`config.mk`:
```
export PLATFORM = sky130hd
export DESIGN_NAME = wall_query_arbiter
export DESIGN_NICKNAME = d
export VERILOG_FILES = /design/src/rtl/pacman_pkg.sv /design/src/rtl/rr_pick.sv /design/src/rtl/wall_query_arbiter.sv
export SDC_FILE = /design/constraint.sdc
export NUM_CORES = 1
export LEC_CHECK = 0
export ABC_AREA = 1
export ABC_CLOCK_PERIOD_IN_PS = 2500
export BUFFER_PORTS_ARGS = -buffer_cell sky130_fd_sc_hd__buf_2
export CORE_ASPECT_RATIO = 1.2
export CORE_MARGIN = 1.5
export CORE_UTILIZATION = 45
export DETAILED_ROUTE_END_ITERATION = 10
export GPL_ROUTABILITY_DRIVEN = 0
export PLACE_DENSITY = 0.79
export SYNTH_ARGS = -nofsm -noshare
export SYNTH_HDL_FRONTEND = slang
export SYNTH_SLANG_ARGS = --single-unit
```
`constraint.sdc`:
```
create_clock -name i_clk -period 2.5 [get_ports i_clk]
set_input_delay 0.125 -clock i_clk [delete_from_list [all_inputs] [get_ports i_clk]]
set_output_delay 0.125 -clock i_clk [all_outputs]
set_load 0.05 [all_outputs]
```
`src/rtl/pacman_pkg.sv`:
```
// Shared types and constants for the Pac-Man motion and maze-lookup blocks.
package pacman_pkg;

  localparam int unsigned N_ACTORS   = 5;
  localparam int unsigned WAIT_CNT_W = 3;

  typedef enum logic [1:0] {
    RIGHT = 2'd0,
    DOWN  = 2'd1,
    LEFT  = 2'd2,
    UP    = 2'd3
  } dir_t;

  typedef enum logic [1:0] {
    IDLE  = 2'd0,
    ISSUE = 2'd1,
    WAIT  = 2'd2,
    RESP  = 2'd3
  } arb_state_t;

endpackage

```
`src/rtl/rr_pick.sv`:
```
// Combinational round-robin picker: lowest requester at or above i_ptr, else lowest overall.
module rr_pick #(
  parameter  int unsigned N_REQ = 5,
  localparam int unsigned PTR_W = (N_REQ > 1) ? $clog2(N_REQ) : 1
) (
  input  logic [N_REQ-1:0] i_req,
  input  logic [PTR_W-1:0] i_ptr,
  output logic [N_REQ-1:0] o_pick_c,
  output logic             o_any_c
);

  logic w_found;

  always_comb begin
    o_pick_c = '0;
    w_found  = 1'b0;
    for (int i = 0; i < N_REQ; i++) begin
      if (!w_found && i_req[i] && (PTR_W'(i) >= i_ptr)) begin
        o_pick_c[i] = 1'b1;
        w_found     = 1'b1;
      end
    end
    // Nothing at or above the pointer: wrap to the lowest index.
    for (int i = 0; i < N_REQ; i++) begin
      if (!w_found && i_req[i]) begin
        o_pick_c[i] = 1'b1;
        w_found     = 1'b1;
      end
    end
  end

  assign o_any_c = |i_req;

endmodule

```
`src/rtl/wall_query_arbiter.sv`:
```
// Shares the single wall-collision lookup among Pac-Man and the ghosts, one query at a time.
module wall_query_arbiter
  import pacman_pkg::*;
#(
  parameter int unsigned N_REQ      = N_ACTORS,
  parameter int unsigned LOOKUP_LAT = 2,
  parameter int unsigned COORD_W    = 10
) (
  input  logic                     i_clk,
  input  logic                     i_rst_n,
  input  logic                     i_flush,
  input  logic [N_REQ-1:0]         i_req,
  input  logic [N_REQ*COORD_W-1:0] i_req_x,
  input  logic [N_REQ*COORD_W-1:0] i_req_y,
  input  logic [2*N_REQ-1:0]       i_req_dir,
  output logic                     o_q_valid,
  output logic [COORD_W-1:0]       o_q_x,
  output logic [COORD_W-1:0]       o_q_y,
  output logic [1:0]               o_q_dir,
  input  logic                     i_q_blocked,
  output logic [N_REQ-1:0]         o_gnt,
  output logic [N_REQ-1:0]         o_resp_valid,
  output logic [N_REQ-1:0]         o_resp_blocked,
  output logic                     o_busy
);

  localparam int unsigned PTR_W = (N_REQ > 1) ? $clog2(N_REQ) : 1;
  localparam logic [WAIT_CNT_W-1:0] WAIT_INIT = WAIT_CNT_W'(LOOKUP_LAT - 1);

  arb_state_t              r_state, w_state_nxt;
  logic [PTR_W-1:0]        r_rr_ptr, w_rr_ptr_nxt, w_ptr_in, w_ptr_after;
  logic [PTR_W-1:0]        r_win_idx, w_win_idx_nxt, w_pick_idx;
  logic [WAIT_CNT_W-1:0]   r_wait_cnt, w_wait_cnt_nxt;
  logic [N_REQ-1:0]        w_pick;
  logic                    w_any, w_load;
  logic [COORD_W-1:0]      w_sel_x, w_sel_y, w_q_x_nxt, w_q_y_nxt;
  dir_t                    w_sel_dir;
  logic [1:0]              w_q_dir_nxt;
  logic                    w_q_valid_nxt, w_busy_nxt;
  logic [N_REQ-1:0]        w_gnt_nxt, w_resp_valid_nxt, w_resp_blocked_nxt;

  // In RESP the pointer already advances past the finishing winner for the back-to-back pick.
  assign w_ptr_after = (r_win_idx == PTR_W'(N_REQ - 1)) ? '0 : r_win_idx + PTR_W'(1);
  assign w_ptr_in    = (r_state == RESP) ? w_ptr_after : r_rr_ptr;

  rr_pick #(.N_REQ(N_REQ)) u_rr_pick (
    .i_req    (i_req),
    .i_ptr    (w_ptr_in),
    .o_pick_c (w_pick),
    .o_any_c  (w_any)
  );

  // One-hot operand mux for the selected mover.
  always_comb begin
    w_pick_idx = '0;
    w_sel_x    = '0;
    w_sel_y    = '0;
    w_sel_dir  = RIGHT;
    for (int i = 0; i < N_REQ; i++) begin
      if (w_pick[i]) begin
        w_pick_idx = PTR_W'(i);
        w_sel_x    = i_req_x[i*COORD_W +: COORD_W];
        w_sel_y    = i_req_y[i*COORD_W +: COORD_W];
        w_sel_dir  = dir_t'(i_req_dir[2*i +: 2]);
      end
    end
  end

  always_comb begin
    w_state_nxt        = r_state;
    w_rr_ptr_nxt       = r_rr_ptr;
    w_win_idx_nxt      = r_win_idx;
    w_wait_cnt_nxt     = r_wait_cnt;
    w_q_x_nxt          = o_q_x;
    w_q_y_nxt          = o_q_y;
    w_q_dir_nxt        = o_q_dir;
    w_resp_blocked_nxt = o_resp_blocked;
    w_load             = 1'b0;

    case (r_state)
      IDLE: begin
        if (w_any) begin
          w_load      = 1'b1;
          w_state_nxt = ISSUE;
        end
      end
      ISSUE: begin
        w_wait_cnt_nxt = WAIT_INIT;
        w_state_nxt    = WAIT;
      end
      WAIT: begin
        if (r_wait_cnt == '0) begin
          w_resp_blocked_nxt[r_win_idx] = i_q_blocked;
          w_state_nxt                   = RESP;
        end else begin
          w_wait_cnt_nxt = r_wait_cnt - WAIT_CNT_W'(1);
        end
      end
      RESP: begin
        w_rr_ptr_nxt = w_ptr_after;
        if (w_any) begin
          w_load      = 1'b1;
          w_state_nxt = ISSUE;
        end else begin
          w_state_nxt = IDLE;
        end
      end
      default: w_state_nxt = IDLE;
    endcase

    // Abort drops any in-flight verdict and restarts the rotation.
    if (i_flush) begin
      w_state_nxt        = IDLE;
      w_rr_ptr_nxt       = '0;
      w_resp_blocked_nxt = '0;
      w_load             = 1'b0;
    end

    if (w_load) begin
      w_win_idx_nxt = w_pick_idx;
      w_q_x_nxt     = w_sel_x;
      w_q_y_nxt     = w_sel_y;
      w_q_dir_nxt   = w_sel_dir;
    end

    w_q_valid_nxt    = (w_state_nxt == ISSUE);
    w_busy_nxt       = (w_state_nxt != IDLE);
    w_gnt_nxt        = '0;
    w_resp_valid_nxt = '0;
    for (int i = 0; i < N_REQ; i++) begin
      w_gnt_nxt[i]        = w_q_valid_nxt && (w_win_idx_nxt == PTR_W'(i));
      w_resp_valid_nxt[i] = (w_state_nxt == RESP) && (r_win_idx == PTR_W'(i));
    end
  end

  always_ff @(posedge i_clk or negedge i_rst_n) begin
    if (!i_rst_n) begin
      r_state        <= IDLE;
      r_rr_ptr       <= '0;
      r_win_idx      <= '0;
      r_wait_cnt     <= '0;
      o_q_valid      <= 1'b0;
      o_q_x          <= '0;
      o_q_y          <= '0;
      o_q_dir        <= '0;
      o_gnt          <= '0;
      o_resp_valid   <= '0;
      o_resp_blocked <= '0;
      o_busy         <= 1'b0;
    end else begin
      r_state        <= w_state_nxt;
      r_rr_ptr       <= w_rr_ptr_nxt;
      r_win_idx      <= w_win_idx_nxt;
      r_wait_cnt     <= w_wait_cnt_nxt;
      o_q_valid      <= w_q_valid_nxt;
      o_q_x          <= w_q_x_nxt;
      o_q_y          <= w_q_y_nxt;
      o_q_dir        <= w_q_dir_nxt;
      o_gnt          <= w_gnt_nxt;
      o_resp_valid   <= w_resp_valid_nxt;
      o_resp_blocked <= w_resp_blocked_nxt;
      o_busy         <= w_busy_nxt;
    end
  end

endmodule

```
==> flow_metrics.py <==
metrics = {
    "floorplan": {
        "initial_core_util": 0.466,
        "die_y_um": 95.0,
        "die_w_um": 79.7,
        "fp.coreArea_um2": 6810,
        "dieArea_um2": 7570,
        "ios": 158,
        "rows": 33,
    },
    "finish": {
        "drive_gt1_frac": 0.398,
        "fin_nets": 789,
        "area_delta_synth_final_pct": 46.7,
        "layout_commonest_cell": "nand2_1",
        "fin_cells": 747,
        "nFillCells": 574,
        "fin_area_um2": 4660,
        "ff_latch_area_um2": 1250,
        "final_cell_mix": "nand2_1, buf_2, nor2_1",
        "multiInputGateArea_um2": 1890,
        "antenna_cells": 0,
    },
    "pwr": {
        "powerDensity_nw_per_um2": 1030,
        "clkPwrFrac": 0.103,
        "switching_share": 0.530,
        "p_seq_frac": 0.264,
        "p_sw_mw": 2.55,
        "power.internal_mw": 2.26,
        "pwr-share-comb": 0.633,
        "leakage_nw": 2.76,
        "irDropWorstVdd_mv": 0.529,
    },
    "synthesis": {
        "syn-instance-count": 487,
        "syn-num-nets": 617,
        "synth.area.top_cells": "dfrtp_1, nand2_1, nor2_1",
        "yosysUniqueCellTypes": 27,
        "yosysWarnings": 0,
        "yosysTopAreaCellShare": 0.394,
        "synth_area_per_cell_um2": 6.52,
        "netlist_area_um2": 3180,
        "yosysTopAreaCell": "dfrtp_1",
        "yosys_register_bits": 50,
        "seq_area_frac_synth": 0.394,
    },
    "sta": {
        "skew_ns": 0.00686,
        "setup_viol": 11,
        "min_period_over_period": 1.04,
        "setup_tns_ns": -0.316,
        "tightest_slew_ns": 0.596,
        "setup_slack_ns": -0.0878,
        "rsz0062_at_grt": "yes",
        "relSlewSlack": 0.603,
        "hold_viol": 0,
        "fin_crit_ns": 2.59,
        "maxSlewViolCount": 0,
        "holdWs_ns": 0.0423,
        "max_freq_mhz": 386,
    },
    "clocking": {
        "insertion_delay_ns": 0.32,
        "clk_pin_slew_worst_paths_ns": 0.10,
        "clock-sinks": 50,
        "cts_root_buf": "clkbuf_8",
        "cts_tree": "done",
        "htree_levels": 2,
        "cts_buffers": 5,
        "cts_buffer_depth": 2,
    },
    "critical_path": {
        "cp-startpoint": "r_win_idx[1]",
        "cp.arrival_ns": 2.82,
        "end_kind": "flip-flop",
        "critPathSlowestCell": "dfrtp_2",
        "ff2ff_path_depth": 15,
        "worstPathRequired_ns": 2.73,
        "worstSetupPathType": "reg2reg",
        "crit_buf_inv": 3,
        "crit_family": "simple AND/OR/NAND/NOR gates",
        "cp_slowest_stage_delay_ns": 0.47,
        "cp_max_fo": 5,
        "start_kind": "flip-flop",
        "crit_cells": 15,
        "ff2ff_setup_slack_ns": -0.09,
        "worst_r2r_endpoint": "o_gnt[0]",
        "path_cells": "ha_4, ha_4, inv_2, nand3_2, nand2_4, nor2_2, inv_1, nand4_1, nor2_4, nand4_1, nand2_4, o21bai_2, nand2_2, buf_4, nor3_1",
        "crit_end": "o_gnt[0]",
        "r2r-start": "r_win_idx[1]",
    },
    "route": {
        "antenna_left": 0,
        "via_per_inst": 5.10,
        "drtIter0Drc": 183,
        "wl_per_cell_um": 14.3,
        "dr.pass1.iters": 5,
        "drc": 0,
        "vias": 3811,
        "wirelength_um": 10700,
    },
    "run_status": {
        "violations": "setup timing",
        "outcome": "finished with violations",
    },
    "job": {
        "maxCapViolCount": 0,
    },
    "global_route": {
        "grt_util_all_layers": 0.248,
        "grt_first_pass_wirelength_um": 14700,
        "antenna_found_initial": 0,
        "grt_pass1_vias": 3283,
        "grt-ovfl-total": 0,
        "grt_max_degree": 27,
    },
    "hold_path": {
        "hold_depth": 2,
        "hold_path.class": "in2reg",
    },
    "placed_design": {
        "place_area_um2": 4090,
        "dpl.cell_count": 725,
        "hpwl_um": 7110,
        "io_buffers": 157,
    },
}
==> cells in the mapped netlist, drive strengths merged <==
library cell and n:
nand2 219, nor2 66, inv 56, dfrtp 50, nand3 32, buf 12
ha 11, nand4 10, a21oi 9, o21ai 9, clkbuf 2, clkinv 2
nor3 2, nor4 2, a21boi 1, nand3b 1, o211ai 1, o21bai 1
o22ai 1
==> cell families (layout without fill, tap and decap cells) <==
kind of cell / after synthesis / in the layout / share of synthesized area
flops: 50 / 50 / 0.394
buf+inv: 72 / 245 / 0.0961
simple gates: 332 / 332 / 0.427
compound gates: 22 / 22 / 0.0398
fa+ha+maj: 11 / 11 / 0.0433
==> metal layers <==
metal / vias to the layer above / share of wire / track usage
li1: 1834 / - / -
met1: 1738 / 0.38 / 0.279
met2: 206 / 0.50 / 0.463
met3: 33 / 0.085 / 0.0488
met4: 0 / 0.037 / 0.0863
met5: - / 0 / 0
==> worst min path at each step <==
stage / slack, ns / start / endpoint
floorplan: -0.17 / i_rst_n / o_busy
global placement: 0.15 / i_rst_n / r_wait_cnt[0]
detailed placement: 0.16 / i_rst_n / r_wait_cnt[0]
CTS: 0.03 / i_flush / r_rr_ptr[1]
global route: 0.06 / i_flush / r_state[1]
finish: 0.04 / i_flush / r_rr_ptr[1]
==> power groups by stage <==
stage,clock [mW],sequential (mW),combinational (mW)
2_1_floorplan,0,1.98,1.15
3_3_place_gp,0,1.25,2.54
3_5_place_dp,0,1.26,2.59
4_1_cts,0.515,1.25,2.61
5_1_grt,0.529,1.30,3.29
6_report,0.495,1.27,3.04
==> state kept, by name (all words and copies together) (netlist names) <==
register / count
o_q_x: 10
o_q_y: 10
o_gnt: 5
o_resp_blocked: 5
o_resp_valid: 5
r_rr_ptr: 3
r_wait_cnt: 3
r_win_idx: 3
o_q_dir: 2
r_state: 2
o_busy: 1
o_q_valid: 1
==> stage by stage <==
step | power (mW) | worst slack (ns) | util
after global routing | 5.12 | -0.227 | 0.684
final | 4.80 | -0.0878 | 0.684
after global placement | 3.79 | 0.0118 | 0.601
after detailed placement | 3.84 | -0.0997 | 0.601
after floorplan | 3.13 | 0.316 | -
after CTS | 4.37 | 0.00477 | 0.618
==> layout make-up <==
cell class / instances / share of cell area
clock buffer: 5 / 0.0148
clock inverter: 3 / 0.00537
timing repair buffer: 179 / 0.232
multi-input combinational: 365 / 0.406
inverter: 58 / 0.0494
tap: 87 / 0.0234
sequential: 50 / 0.269
==> timing repair <==
| action | in CTS | in global routing |
|---|---|---|
| setup endpoints to repair | 21 | 27 |
| resized for setup | 3 | 76 |
| setup buffers | 1 | 7 |
| cloned | 0 | 5 |
| hold endpoints to repair | 24 | 0 |
| pin swaps | 1 | 24 |
| hold buffers | 1 | 0 |
(Power assumes the default switching activity.)
